[config.mk]
export PLATFORM = sky130hd
export DESIGN_NAME = i2c_slave
export DESIGN_NICKNAME = d
export VERILOG_FILES = /design/src/rtl/i2c_pkg.sv /design/src/rtl/i2c_sync_filter.sv /design/src/rtl/i2c_slave.sv
export SDC_FILE = /design/constraint.sdc
export NUM_CORES = 1
export LEC_CHECK = 0
export ABC_AREA = 1
export CAP_MARGIN = 20
export CORE_MARGIN = 2
export CORE_UTILIZATION = 45
export CTS_CLUSTER_DIAMETER = 150
export DETAILED_ROUTE_END_ITERATION = 16
export GPL_TIMING_DRIVEN = 1
export HOLD_SLACK_MARGIN = 0.05
export MAX_ROUTING_LAYER = met4
export PLACE_DENSITY = 0.67
export REMOVE_ABC_BUFFERS = 1
export SLEW_MARGIN = 0
export SYNTH_ARGS = -nofsm -noshare
export SYNTH_HDL_FRONTEND = slang
export SYNTH_SLANG_ARGS = --single-unit
[constraint.sdc]
create_clock -name clk -period 3.1 [get_ports clk]
set_input_delay 0.465 -clock clk [delete_from_list [all_inputs] [get_ports clk]]
set_output_delay 0.465 -clock clk [all_outputs]
set_load 0.005 [all_outputs]
[src/rtl/i2c_pkg.sv]
// Shared types and constants for the I2C target.
package i2c_pkg;

    typedef enum logic [2:0] {
        ST_IDLE,
        ST_ADDR,
        ST_ADDR_ACK,
        ST_WRITE,
        ST_WRITE_ACK,
        ST_READ,
        ST_READ_ACK,
        ST_WAIT_STOP
    } i2c_slave_state_t;

    localparam logic       I2C_RW_READ  = 1'b1;
    localparam logic [6:0] I2C_GEN_CALL = 7'h00;

endpackage

[src/rtl/i2c_sync_filter.sv]
// Two-flop synchroniser for one open-drain bus line, optional glitch filter
// (I2C_SLAVE_GLITCH_FILTER_EN) and single-cycle rise/fall detection.
// Flops reset to 1 because an idle I2C bus is pulled high.
module i2c_sync_filter #(
    parameter int unsigned FILT_LEN = 3
) (
    input  logic clk,
    input  logic rst_n,
    input  logic pin,
    output logic level,
    output logic rise,
    output logic fall
);

    logic sync_1;
    logic sync_2;
    logic line_q;
    logic line_dly;

    // Metastability guard on the asynchronous pin.
    always_ff @(posedge clk or negedge rst_n) begin
        if (!rst_n) begin
            sync_1 <= 1'b1;
            sync_2 <= 1'b1;
        end else begin
            sync_1 <= pin;
            sync_2 <= sync_1;
        end
    end

`ifdef I2C_SLAVE_GLITCH_FILTER_EN
    localparam int unsigned CNT_W = (FILT_LEN > 1) ? $clog2(FILT_LEN) : 1;
    localparam logic [CNT_W-1:0] CNT_RELOAD = CNT_W'(FILT_LEN - 1);

    logic [CNT_W-1:0] filt_cnt;
    logic             filt_q;

    // Down-counter: the filtered level follows only after FILT_LEN consecutive differing samples.
    always_ff @(posedge clk or negedge rst_n) begin
        if (!rst_n) begin
            filt_q   <= 1'b1;
            filt_cnt <= CNT_RELOAD;
        end else if (sync_2 == filt_q) begin
            filt_cnt <= CNT_RELOAD;
        end else if (filt_cnt == '0) begin
            filt_q   <= sync_2;
            filt_cnt <= CNT_RELOAD;
        end else begin
            filt_cnt <= filt_cnt - 1'b1;
        end
    end

    assign line_q = filt_q;
`else
    logic unused_filt_len;
    assign unused_filt_len = ^FILT_LEN;
    assign line_q = sync_2;
`endif

    // Previous level for edge detection.
    always_ff @(posedge clk or negedge rst_n) begin
        if (!rst_n) begin
            line_dly <= 1'b1;
        end else begin
            line_dly <= line_q;
        end
    end

    assign level = line_q;
    assign rise  = line_q & ~line_dly;
    assign fall  = ~line_q & line_dly;

endmodule

[src/rtl/i2c_slave.sv]
// Single-address I2C target, no clock stretching, SDA driven open-drain via sda_oe_o.
// Optional input glitch filter: define I2C_SLAVE_GLITCH_FILTER_EN.
//
// state        | meaning
// ST_IDLE      | bus ignored until a START
// ST_ADDR      | shifting in address + R/W
// ST_ADDR_ACK  | address matched, ACK driven for the 9th bit
// ST_WRITE     | shifting in a data byte from the master
// ST_WRITE_ACK | ACK driven for a received data byte
// ST_READ      | shifting out a data byte to the master
// ST_READ_ACK  | master ACK/NACK slot after a transmitted byte
// ST_WAIT_STOP | not addressed or NACKed; wait for STOP/START
module i2c_slave
    import i2c_pkg::*;
#(
    parameter logic [6:0]  ADDR     = 7'h42,
    parameter int unsigned FILT_LEN = 3
) (
    input  logic       clk,
    input  logic       rst_n,
    input  logic       scl_i,
    input  logic       sda_i,
    output logic       sda_oe_o,
    output logic [7:0] rx_data_o,
    output logic       rx_valid_o,
    input  logic [7:0] tx_data_i,
    output logic       tx_req_o,
    output logic       busy_o,
    output logic       stop_o
);

    logic scl, scl_rise, scl_fall;
    logic sda, sda_rise, sda_fall;
    logic start_det, stop_det;

    i2c_sync_filter #(.FILT_LEN(FILT_LEN)) u_scl_sync (
        .clk   (clk),
        .rst_n (rst_n),
        .pin   (scl_i),
        .level (scl),
        .rise  (scl_rise),
        .fall  (scl_fall)
    );

    i2c_sync_filter #(.FILT_LEN(FILT_LEN)) u_sda_sync (
        .clk   (clk),
        .rst_n (rst_n),
        .pin   (sda_i),
        .level (sda),
        .rise  (sda_rise),
        .fall  (sda_fall)
    );

    assign start_det = sda_fall & scl;
    assign stop_det  = sda_rise & scl;

    i2c_slave_state_t state_q, state_d;
    logic [3:0] bit_cnt_q, bit_cnt_d;
    // Only 7 bits are stored: the 8th received bit is taken straight from SDA,
    // and the MSB of a transmitted byte is driven straight from tx_data_i.
    logic [6:0] shreg_q, shreg_d;
    logic       sda_oe_q, sda_oe_d;
    logic       ack_hold_q, ack_hold_d;
    logic       rw_q, rw_d;
    logic [7:0] rx_data_q, rx_data_d;
    logic       rx_valid_d, tx_req_d, busy_q, busy_d, stop_d;

    // State and datapath registers; reset releases SDA immediately.
    always_ff @(posedge clk or negedge rst_n) begin
        if (!rst_n) begin
            state_q    <= ST_IDLE;
            bit_cnt_q  <= '0;
            shreg_q    <= '0;
            sda_oe_q   <= 1'b0;
            ack_hold_q <= 1'b0;
            rw_q       <= 1'b0;
            rx_data_q  <= '0;
            rx_valid_o <= 1'b0;
            tx_req_o   <= 1'b0;
            busy_q     <= 1'b0;
            stop_o     <= 1'b0;
        end else begin
            state_q    <= state_d;
            bit_cnt_q  <= bit_cnt_d;
            shreg_q    <= shreg_d;
            sda_oe_q   <= sda_oe_d;
            ack_hold_q <= ack_hold_d;
            rw_q       <= rw_d;
            rx_data_q  <= rx_data_d;
            rx_valid_o <= rx_valid_d;
            tx_req_o   <= tx_req_d;
            busy_q     <= busy_d;
            stop_o     <= stop_d;
        end
    end

    // Next-state logic; START/STOP override any bit processing.
    always_comb begin
        state_d    = state_q;
        bit_cnt_d  = bit_cnt_q;
        shreg_d    = shreg_q;
        sda_oe_d   = sda_oe_q;
        ack_hold_d = ack_hold_q;
        rw_d       = rw_q;
        rx_data_d  = rx_data_q;
        rx_valid_d = 1'b0;
        tx_req_d   = 1'b0;
        busy_d     = busy_q;
        stop_d     = 1'b0;

        if (stop_det) begin
            state_d    = ST_IDLE;
            bit_cnt_d  = '0;
            sda_oe_d   = 1'b0;
            ack_hold_d = 1'b0;
            busy_d     = 1'b0;
            stop_d     = 1'b1;
        end else if (start_det) begin
            state_d    = ST_ADDR;
            bit_cnt_d  = '0;
            sda_oe_d   = 1'b0;
            ack_hold_d = 1'b0;
        end else begin
            case (state_q)
                ST_ADDR: begin
                    if (scl_rise) begin
                        shreg_d   = {shreg_q[5:0], sda};
                        bit_cnt_d = bit_cnt_q + 4'd1;
                        if (bit_cnt_q == 4'd7) begin
                            if (shreg_q == ADDR && shreg_q != I2C_GEN_CALL) begin
                                state_d  = ST_ADDR_ACK;
                                busy_d   = 1'b1;
                                rw_d     = sda;
                                tx_req_d = (sda == I2C_RW_READ);
                            end else begin
                                state_d = ST_WAIT_STOP;
                            end
                        end
                    end
                end
                // First SCL fall after the 8th bit pulls SDA low, the next one ends the ACK.
                ST_ADDR_ACK, ST_WRITE_ACK: begin
                    if (scl_fall) begin
                        if (!ack_hold_q) begin
                            sda_oe_d   = 1'b1;
                            ack_hold_d = 1'b1;
                        end else begin
                            ack_hold_d = 1'b0;
                            bit_cnt_d  = '0;
                            if (state_q == ST_ADDR_ACK && rw_q == I2C_RW_READ) begin
                                state_d  = ST_READ;
                                shreg_d  = tx_data_i[6:0];
                                sda_oe_d = ~tx_data_i[7];
                            end else begin
                                state_d  = ST_WRITE;
                                sda_oe_d = 1'b0;
                            end
                        end
                    end
                end
                ST_WRITE: begin
                    if (scl_rise) begin
                        shreg_d   = {shreg_q[5:0], sda};
                        bit_cnt_d = bit_cnt_q + 4'd1;
                        if (bit_cnt_q == 4'd7) begin
                            rx_data_d  = {shreg_q, sda};
                            rx_valid_d = 1'b1;
                            state_d    = ST_WRITE_ACK;
                        end
                    end
                end
                ST_READ: begin
                    if (scl_rise) begin
                        bit_cnt_d = bit_cnt_q + 4'd1;
                    end else if (scl_fall) begin
                        if (bit_cnt_q == 4'd8) begin
                            sda_oe_d  = 1'b0;
                            bit_cnt_d = '0;
                            state_d   = ST_READ_ACK;
                        end else begin
                            sda_oe_d = ~shreg_q[6];
                            shreg_d  = {shreg_q[5:0], 1'b0};
                        end
                    end
                end
                // Master ACK requests the next byte; it is loaded on the fall ending the ACK bit.
                ST_READ_ACK: begin
                    if (scl_rise) begin
                        if (sda) begin
                            state_d = ST_WAIT_STOP;
                        end else begin
                            ack_hold_d = 1'b1;
                            tx_req_d   = 1'b1;
                        end
                    end else if (scl_fall && ack_hold_q) begin
                        ack_hold_d = 1'b0;
                        bit_cnt_d  = '0;
                        state_d    = ST_READ;
                        shreg_d    = tx_data_i[6:0];
                        sda_oe_d   = ~tx_data_i[7];
                    end
                end
                default: begin
                end
            endcase
        end
    end

    assign sda_oe_o  = sda_oe_q;
    assign rx_data_o = rx_data_q;
    assign busy_o    = busy_q;

endmodule

==> reports/qor.csv <==
metric;value;unit
rows;24;
htreeDepth;2;
port_buffers;24;
synthCells;276;
fin_ws;1.02;ns
grt_max_degree;36;
drc;0;
power.leakage;0.00123;uW
cts_setup_buffers;0;
worstPathMaxFanout;14;
totalNegativeSetupSlack;0;ns
die-area;5030;um^2
grt_pass1_vias;1839;
dr_total_vias;1859;
vdd.ir_drop.worst;327;uV
layout-drive-gt1-share;12.2;%
nets;318;
regToRegSetupSlack;1.02;ns
finalHoldViolCount;0;
post_cts_resized;0;
wl_met1;2.19;mm
clk_path_buf_depth;2;
yosysUniqueCellTypes;25;
top_layer;met4;
coreArea;4320;um^2
antenna_found_initial;0;
path_cells;ha_1 -> nand4_1 -> nand3_1 -> nor2_1 -> nand2_1 -> nand2_1 -> o21ai_2;
ios;25;
cts_made_buffers;5;
gr-total-overflow;0;
drt-pass1-iter-count;4;
max_slew.worst_pin.slew;0.561;ns
area_growth_syn_to_layout;18.3;%
ff_latch_area;883;um^2
ant_nets;0;
fin_worst_skew;0.0143;ns
ys_seq_elements;35;
path_class;reg -> reg;
syn_area_per_cell;7.31;um^2
cp_common_cell;nand2_1;
gp_congestion;0.954;
multi_input_area;971;um^2
dp_slack;1.06;ns
setup-violations-final;0;
min-delay-path-class;reg -> reg;
fmax;481;MHz
wl;4.64;mm
period_share;67.0;%
grtUsageTotal;21.4;%
dp.cells;347;
cts.sinks;35;
cp.arrival;2.29;ns
wl_per_cell;13.1;um
yosysWarnings;0;
max_stage_delay;0.59;ns
cts_root_buf;clkbuf_8;
clk_pin_slew;0.08;ns
fillers;426;
rsz0062_at_grt;no;
ys_seq_area_share;43.8;%
cp_num_buf_inv;0;
synth_area;2020;um^2
maxSlewHeadroom;62.5;%
grt_pass1_wl;8.29;mm
fin_crit;2.08;ns
ys_top_cells_by_area;dfrtp_1 36%, nand2_1 17%, dfstp_2 7.8%;
routed-wl-met2;2.10;mm
cts_tree;built;
synth_top_area_cell;dfrtp_1;
hpwl;3.42;mm
critPathRequiredTime;3.31;ns
diodes;0;
routed-wl-met3;270;um
slew_violations;0;
die_y;71.0;um
outcome;complete, no violations;
power_density;833;nW/um^2
cts_hold_buf;0;
viasPerCell;5.24;
start_util;46.6;%
maxCapViolCount;0;
drtIter0Drc;175;
fin_cells;355;
clk_latency;0.29;ns
start_kind;flop;
cp-end-kind;flop;
die_w;71.0;um
synth_top_area_share;36.0;%
cpMaxStageDelayCell;dfstp_2;
path_delay_family;simple AND/OR/NAND/NOR gates;
## registers in the layout, indices dropped and copies added, names as in the netlist, 3 cells and up
| name | count |
|---|---|
| bit_cnt_q | 4 |
| shreg_q | 7 |
| state_q | 3 |
| rx_data_o | 8 |
## placed cells by master (no fill, tap or decap), drive strengths merged, types with 2 or more instances in the layout
master,instances
ha,4
nand4,3
nand3,26
o21ai,26
dfrtp,29
inv,32
clkbuf,6
dfstp,6
nand2,93
nor2,31
a21oi,7
nor3,6
clkdlybuf4s50,24
mux2i,2
## where the power goes
part / total (uW) / internal [uW] / switching [uW]
Sequential: 658 / 554 / 104
Combinational: 968 / 329 / 639
Clock: 363 / 182 / 182
Total: 1990 / 1060 / 924
## stage by stage
step                total power [uW]  instance area (um^2)  util [%]  hold slack (ns)
floorplan                       1380                  1970         -            0.169
global placement                1620                  2290      52.9            0.348
detailed placement              1620                  2290      52.9            0.348
CTS                             1990                  2390      55.2            0.360
global route                    2180                  2390      55.2            0.362
finish                          1990                  2390      55.2            0.359
## layer usage
| metal | up-vias | track usage, % |
|---|---|---|
| met5 | - | - |
| met3 | 10 | 4.56 |
| li1 | 932 | - |
| met4 | 0 | 6.71 |
| met1 | 868 | 28.3 |
| met2 | 49 | 32.9 |
## logic make-up after synthesis
logic type,share of synthesized area (%)
simple gates,33.6
buf+inv,8.06
compound gates,10.2
flops,43.8
fa+ha+maj,2.48
xor+xnor,0.869
mux,0.993
## Yosys cell counts
cell,count
ha_1,4
mux2i_1,2
nor3_1,6
a21oi_1,7
xor2_1,1
nor2_1,27
o21bai_1,1
nand2_1,90
nand2_2,3
nand3_2,2
and2_1,1
inv_2,6
nand4_1,3
xnor2_1,1
inv_1,26
buf_2,4
o21ai_0,12
nand3_1,24
dfrtp_1,29
o21ai_1,7
nor2_2,4
a31oi_1,1
buf_6,2
dfstp_2,6
o21ai_2,7
## layout make-up
type | count | area share, %
well taps | 52 | 2.73
clock buffers | 6 | 3.46
clock inverters | 2 | 0.682
flip-flops and latches | 35 | 37.0
inverters | 32 | 5.03
repair buffers | 25 | 10.4
multi-input cells | 203 | 40.7
## path summary, 6_finish.rpt
check                                   from                end  cells past startpoint
max                         u_scl_sync.level         shreg_q[4]                      7
min                        u_scl_sync.sync_1   u_scl_sync.level                      0
max reg2reg                 u_scl_sync.level         shreg_q[4]                      7
min reg2reg                u_scl_sync.sync_1   u_scl_sync.level                      0
max in group asynchronous              rst_n  u_scl_sync.sync_1                      2
min in group asynchronous              rst_n       bit_cnt_q[0]                      2
Power figures use the tool's default switching activity.
